`src/rtl/rgb_sequencer.sv`:
```
// Timed colour sequencer feeding the RGB LED decoder's 3-bit code input.
// Steps through codes 0-6 as UP, DOWN, PINGPONG or BLINK; code 7 means all-off.
module rgb_sequencer #(
    parameter int TICK_DIV = 100_000_000
) (
    input  logic       clk,
    input  logic       rst,
    input  logic       start,
    input  logic       stop,
    input  logic [1:0] mode,
    input  logic [2:0] sel,
    output logic [2:0] code,
    output logic       running,
    output logic       step,
    output logic       wrap
);

    localparam int             PW        = $clog2(TICK_DIV);
    localparam logic [PW-1:0]  PRESC_MAX = PW'(TICK_DIV - 1);
    localparam logic [2:0]     CODE_OFF  = 3'd7;
    localparam logic [2:0]     CODE_TOP  = 3'd6;
    localparam logic [1:0]     M_UP      = 2'b00;
    localparam logic [1:0]     M_DOWN    = 2'b01;
    localparam logic [1:0]     M_PING    = 2'b10;
    localparam logic [1:0]     M_BLINK   = 2'b11;

    typedef enum logic [1:0] {
        S_IDLE  = 2'd0,
        S_RUN   = 2'd1,
        S_PAUSE = 2'd2
    } state_t;

    state_t        state_q, state_d;
    logic [PW-1:0] presc_q, presc_d;
    logic [2:0]    code_q, code_d;
    logic [1:0]    mode_q, mode_d;
    logic [2:0]    sel_q, sel_d;
    logic          dir_q, dir_d;       // 0 = counting up, 1 = counting down
    logic          phase_q, phase_d;   // blink: 0 = showing sel, 1 = dark
    logic          step_q, step_d;
    logic          wrap_q, wrap_d;

    always_ff @(posedge clk) begin
        if (rst) begin
            state_q <= S_IDLE;
            presc_q <= '0;
            code_q  <= CODE_OFF;
            mode_q  <= M_UP;
            sel_q   <= 3'd0;
            dir_q   <= 1'b0;
            phase_q <= 1'b0;
            step_q  <= 1'b0;
            wrap_q  <= 1'b0;
        end else begin
            state_q <= state_d;
            presc_q <= presc_d;
            code_q  <= code_d;
            mode_q  <= mode_d;
            sel_q   <= sel_d;
            dir_q   <= dir_d;
            phase_q <= phase_d;
            step_q  <= step_d;
            wrap_q  <= wrap_d;
        end
    end

    always_comb begin
        state_d = state_q;
        presc_d = presc_q;
        code_d  = code_q;
        mode_d  = mode_q;
        sel_d   = sel_q;
        dir_d   = dir_q;
        phase_d = phase_q;
        step_d  = 1'b0;
        wrap_d  = 1'b0;

        unique case (state_q)
            S_IDLE: begin
                if (!stop && start) begin
                    state_d = S_RUN;
                    mode_d  = mode;
                    sel_d   = sel;
                    presc_d = '0;
                    dir_d   = 1'b0;
                    phase_d = 1'b0;
                    unique case (mode)
                        M_UP:    code_d = 3'd0;
                        M_DOWN:  code_d = CODE_TOP;
                        M_PING:  code_d = 3'd0;
                        M_BLINK: code_d = sel;
                    endcase
                end
            end

            S_RUN: begin
                // stop wins over a coinciding tick, so no step is emitted
                if (stop) begin
                    state_d = S_PAUSE;
                end else if (presc_q == PRESC_MAX) begin
                    presc_d = '0;
                    step_d  = 1'b1;
                    unique case (mode_q)
                        M_UP: begin
                            if (code_q == CODE_TOP) begin
                                code_d = 3'd0;
                                wrap_d = 1'b1;
                            end else begin
                                code_d = code_q + 3'd1;
                            end
                        end
                        M_DOWN: begin
                            if (code_q == 3'd0) begin
                                code_d = CODE_TOP;
                                wrap_d = 1'b1;
                            end else begin
                                code_d = code_q - 3'd1;
                            end
                        end
                        M_PING: begin
                            if (!dir_q) begin
                                if (code_q == CODE_TOP) begin
                                    dir_d  = 1'b1;
                                    code_d = code_q - 3'd1;
                                end else begin
                                    code_d = code_q + 3'd1;
                                end
                            end else begin
                                if (code_q == 3'd0) begin
                                    dir_d  = 1'b0;
                                    code_d = 3'd1;
                                end else begin
                                    code_d = code_q - 3'd1;
                                    wrap_d = (code_q == 3'd1);
                                end
                            end
                        end
                        M_BLINK: begin
                            phase_d = ~phase_q;
                            if (phase_q) begin
                                code_d = sel_q;
                                wrap_d = 1'b1;
                            end else begin
                                code_d = CODE_OFF;
                            end
                        end
                    endcase
                end else begin
                    presc_d = presc_q + PW'(1);
                end
            end

            S_PAUSE: begin
                if (stop) begin
                    state_d = S_IDLE;
                    code_d  = CODE_OFF;
                end else if (start) begin
                    state_d = S_RUN;
                    presc_d = '0;
                end
            end

            default: begin
                state_d = S_IDLE;
                code_d  = CODE_OFF;
            end
        endcase
    end

    assign code    = code_q;
    assign running = (state_q == S_RUN);
    assign step    = step_q;
    assign wrap    = wrap_q;

endmodule

```
`config.mk`:
```
export PLATFORM = sky130hd
export DESIGN_NAME = rgb_sequencer
export DESIGN_NICKNAME = d
export VERILOG_FILES = /design/src/rtl/rgb_sequencer.sv
export SDC_FILE = /design/constraint.sdc
export NUM_CORES = 1
export LEC_CHECK = 0
export CAP_MARGIN = 10
export CORE_ASPECT_RATIO = 0.75
export CORE_UTILIZATION = 23
export CTS_BUF_LIST = sky130_fd_sc_hd__clkbuf_16
export CTS_CLUSTER_DIAMETER = 60
export DETAILED_ROUTE_END_ITERATION = 8
export GPL_TIMING_DRIVEN = 0
export PLACE_DENSITY = 0.45
export SLEW_MARGIN = 20
export SYNTH_ARGS = -nofsm -noshare
export SYNTH_HDL_FRONTEND = slang
export SYNTH_SLANG_ARGS = --single-unit
```
`constraint.sdc`:
```
create_clock -name clk -period 4.7 [get_ports clk]
set_input_delay 0.705 -clock clk [delete_from_list [all_inputs] [get_ports clk]]
set_output_delay 0.705 -clock clk [all_outputs]
set_load 0.1 [all_outputs]
```
# Yosys cells after proc, flatten, opt, wreduce, memory -nomap -nowiden
# Index checks and enable logic that the tools add are counted.
# totals
register_bits,41
out_inout_bits,6
# classes
add_sub_neg,3
n_eq_ne,21
n_mux,42
bitwise_logic,3
reduce_logical,17
# ops
cell,n
27-bit two-way mux,5
27-bit one-hot mux with 3 select lines,1
3-bit two-way mux,10
27-bit by 1-bit adder with 27-bit output (second input constant),1
27-bit == test (second input constant),1
3-bit one-hot mux with 3 select lines,2
1-bit two-way mux,15
5-bit AND reduction,3
2-bit != test (second input constant),6
3-bit one-hot mux with 4 select lines,1
2-bit == test (second input constant),5
2-bit two-way mux,4
2-bit by 1-bit == test with 1-bit output (second input constant),3
2-bit logical NOT,3
2-bit by 1-bit != test with 1-bit output (second input constant),3
2-bit one-hot mux with 3 select lines,1
1-bit one-hot mux with 2 select lines,2
1-bit one-hot mux with 4 select lines,1
4-bit AND reduction,1
4-bit OR reduction,1
3-bit by 1-bit adder with 3-bit output (second input constant),1
3-bit by 1-bit == test with 1-bit output (second input constant),1
3-bit == test (second input constant),1
3-bit logical NOT,1
other kinds (11),13

# Longest topological paths before layout
# depth
ltp_word,7
depth_mapped,8
ltp_nobuf,8

# Worst setup path before layout
# Ideal clock, no wire load.
# synth_path
path_kind,reg-to-reg
from,register code_q[1] (netlist: code[1])
to,register code_q[2] (netlist: code[2])
setup_time_ns,0.072
t_arrival_ns,2.427
path_slack_ns,2.201
stages_incl_launch_ff,9
path_cell_list,dfxtp_1 > inv_1 > ha_1 > ha_1 > mux2i_1 > a211oi_1 > o311ai_0 > a21oi_1 > mux2i_1
# synth_via
elab_chain_len,7
# synth_lines
item,line_no,source
from (decl),35,"logic [2:0] code_q, code_d;"
from (signal assigned),57,code_q <= code_d;
3-bit by 1-bit adder with 3-bit output (tied with other cells),"109, 126",
"3-bit two-way mux, on equally long branches","122, 129",
3-bit two-way mux,121,if (!dir_q) begin
3-bit one-hot mux with 4 select lines *,103,unique case (mode_q)
3-bit two-way mux *,100,end else if (presc_q == PRESC_MAX) begin
3-bit two-way mux *,98,if (stop) begin
3-bit one-hot mux with 3 select lines *,78,unique case (state_q)
# Every way passes the cells marked *; elsewhere a longest branch is shown, timed or not. The select of a mux whose other input is x is not followed.
# A chain may end at the register's enable or synchronous reset.

# Final worst setup path
# layout_path
from,register state_q[0]
to,output running
# layout_via
elab_chain_len,1
# layout_lines
item,line_no,source
from (decl),33,"state_t state_q, state_d;"
from (signal assigned),55,state_q <= state_d;
2-bit by 1-bit == test with 1-bit output,171,assign running = (state_q == S_RUN);
to (decl),13,"output logic running,"
# Every way passes these cells.

==> flow_summary_export.csv <==
group,metric,value,unit
status,status,"completed",
worst_setup_path,critical_path_arrival,2.62,ns
clock_network,cts_resized,0,
worst_setup_path,regToRegStartpoint,"presc_q[0]",
drt,wl,5530,microns
placed_design,dp_hpwl,4090,microns
sta,final.setup_skew,0.00842,ns
drt,first_pass_iters,4,
worst_setup_path,r2r_cells,6,
clock_network,cts_buffers,5,
sta,rsz0062_at_grt,"false",
power,powerDensity,308,nW/um^2
synth,ys_ff_latch,41,
worst_setup_path,cpLargestDelayFamily,"buffers and inverters",
layout,instances_no_fill,436,
die,die_x,118,microns
clock_network,cts_tree,"yes",
synth,synth_edf_count,0,
placed_design,dp.cells,428,
power,power_leakage,0.000964,uW
drt,drt-initial-drc-count,192,
synth,synth_area,2340,sq um
sta,drv_slew,0,
die,core_area,9770,sq um
clock_network,cts.path.max_buffers,2,
worst_setup_path,cp_num_buf_inv,4,
synth,syn_area_per_cell,8.23,sq um
drt,vias,1989,
clock_network,postCtsSetupBuffers,0,
placed_design,port_buffers,12,
worst_setup_path,max_stage_delay,1.17,ns
clock_network,postCtsHoldBufs,0,
synth,synth_top_area_share,35.1,%
flow_run,max-cap-violations,0,
worst_setup_path,worstPathRequired,3.99,ns
placed_design,place.gp.congestion,0.828,
worst_setup_path,startpoint,"state_q[0]",
worst_setup_path,cp-end-kind,"primary output",
drt,drt.antenna.violating_nets,0,
global_routing,grt_pass1_vias,1846,
synth,synth_ff_type,"dfxtp_1",
die,ios,15,
layout,synthToLayoutAreaGrowth,19.2,%
global_routing,antenna_found_initial,0,
drt,via_per_inst,4.56,
synth,ys_types,52,
synth,async_reset_ff_share,0,%
layout,antenna_cells,0,
sta,fin_crit,3.32,ns
layout,drive_gt1_share,5.92,%
worst_setup_path,crit_cells,5,
sta,slew_headroom,35.1,%
worst_setup_path,crit_path_top_delay_cell,"clkdlybuf4s50_1",
synth,synth_top_area_cell,"dfxtp_1",
worst_setup_path,path_class,"register to primary output",
die,dieHeight,89.3,microns
drt,wire_per_inst,12.7,microns
worst_setup_path,startpoint_type,"register",
die,fp-row-count,31,
clock_network,insertion_delay,0.28,ns
sta,setup_tns,0,ns
clock_network,htree_num_levels,2,
synth,synthCells,284,
synth,yosysSeqAreaShare,35.1,%
die,initial_core_util,23.9,%
worst_hold_path,hold_class,"register to register",
global_routing,grt_first_pass_wirelength,9430,microns
drt,drc_errors,0,
clock_network,clock-sinks,41,
sta,fmax,301,MHz
worst_setup_path,worstReg2RegEnd,"presc_q[26]",
synth,mappedNetlistNets,300,
global_routing,grt_usage,11.2,%
global_routing,grt_remaining_overflow,0,
synth,synth.area.top_cells,"dfxtp_1 (35%), xor2_1 (6.7%), nor2_1 (5.8%)",
layout,fin_nets,319,
worst_setup_path,setup.worst_path.end,"running",
sta,hold_ws,0.463,ns
worst_setup_path,timing.reg2reg.setup_slack,2.43,ns
sta,setup_viol,0,
sta,period_share,70.7,%
worst_setup_path,critPathMaxFanout,10,
die,dieArea,10600,sq um
worst_setup_path,crit_path_cell_trace,"nand2b_1 > buf_6 > clkbuf_1 > inv_1 > clkdlybuf4s50_1",
synth,synth_warnings,0,
clock_network,cts_root_buf,"clkbuf_16",
clock_network,clk_pin_slew_worst_paths,0.06,ns
sta,worst_slew_pin_slew,0.971,ns
global_routing,grt_max_degree,13,
sta,hold_viol,0,
power,vdd_ir_drop_max,0.000160,V
## sequential cells by signal (all words and copies together), names as in the netlist
| name | flops |
|---|---|
| code | 3 |
| dir_q | 1 |
| mode_q | 2 |
| phase_q | 1 |
| presc_q | 27 |
| sel_q | 3 |
| state_q | 2 |
| step | 1 |
| wrap | 1 |
## worst min path at each step
stage | end | cells after the start | start | slack [ns]
final | sel_q[2] | 2 | sel_q[2] | 0.46
after floorplan | sel_q[2] | 2 | sel_q[2] | 0.43
after CTS | sel_q[0] | 2 | sel_q[0] | 0.47
after detailed placement | sel_q[0] | 2 | sel_q[0] | 0.46
after global placement | sel_q[2] | 2 | sel_q[2] | 0.45
after global routing | sel_q[1] | 2 | sel_q[1] | 0.48
## cells in the final DEF, fill, tap and decap left out, types with 3 or more instances in the layout
cell type / count
nor3b_1: 3
inv_1: 13
clkbuf_1: 9
nand2b_1: 8
a21oi_1: 21
nand2_1: 23
a31oi_1: 4
and3_1: 4
xor2_1: 18
or3_1: 4
o21ai_0: 7
xnor2_1: 5
a211oi_1: 4
nand4_1: 13
nor2_1: 36
clkbuf_16: 5
mux2i_1: 5
dfxtp_1: 41
nor3_1: 5
ha_1: 7
and2_1: 3
nand3_1: 13
clkdlybuf4s50_1: 12
nor2b_1: 3
## cell families (layout without fill, tap and decap cells)
family | Yosys count | after routing | share of synthesized area [%]
mux | 6 | 6 | 2.62
fa+ha+maj | 7 | 7 | 3.75
buf+inv | 26 | 46 | 4.87
compound gates | 53 | 53 | 15.8
simple gates | 128 | 128 | 29.3
flops | 41 | 41 | 35.1
xor+xnor | 23 | 23 | 8.61
## worst min-delay path, cell delays in order, from the launching register on
cell and delay, ns:
dfxtp_1 0.31, nand2_1 0.05, a21oi_1 0.06
## stage by stage
stage | cell area, sq um | util (%) | power (uW) | setup slack, ns
floorplan | 2340 | - | 452 | 2.20
global placement | 2620 | 26.8 | 486 | 1.64
detailed placement | 2620 | 26.8 | 485 | 1.68
CTS | 2790 | 28.5 | 870 | 1.37
global route | 2790 | 28.5 | 894 | 1.20
finish | 2790 | 28.5 | 857 | 1.38
## metal layers
metal,track usage [%],up-vias,share of wire [%]
li1,-,1048,-
met1,16.5,907,56
met2,16.7,29,39
met3,2.10,5,3.6
met4,2.76,0,0.98
met5,0,-,0
## cells in the mapped netlist, types with 2 or more instances
library cell / instances
nor3_1: 5
buf_4: 2
nand2b_1: 8
inv_1: 12
mux2i_1: 5
nor2_1: 36
and4_1: 2
and3_1: 4
xor2_1: 18
o22ai_1: 2
clkbuf_1: 9
nor3b_1: 3
a211oi_1: 4
a31oi_1: 4
ha_1: 7
nand3_1: 13
a21o_1: 2
nand4b_1: 2
a2111oi_4: 2
xnor2_1: 5
and2_1: 3
dfxtp_1: 41
nand2_1: 23
a21oi_1: 21
o21ai_0: 7
nor2b_1: 3
or3_1: 4
nand4_1: 13
## layout make-up
class / instances / area (sq um)
clock inverters: 3 / 37.5
flip-flops and latches: 41 / 821
clock buffers: 5 / 125
fillers: 1085 / 6990
well taps: 132 / 165
plain buffers: 14 / 68.8
multi-input cells: 217 / 1400
repair buffers: 12 / 120
inverters: 12 / 45.0
## report_power, final
| part | internal [uW] | switching [uW] | leakage (uW) | total [uW] |
|---|---|---|---|---|
| combinational | 40.4 | 74.1 | 0.000549 | 114 |
| sequential | 354 | 9.45 | 0.000332 | 363 |
| clock | 247 | 133 | 0.0000826 | 380 |
Note: power is estimated with default switching activity, not from simulation.
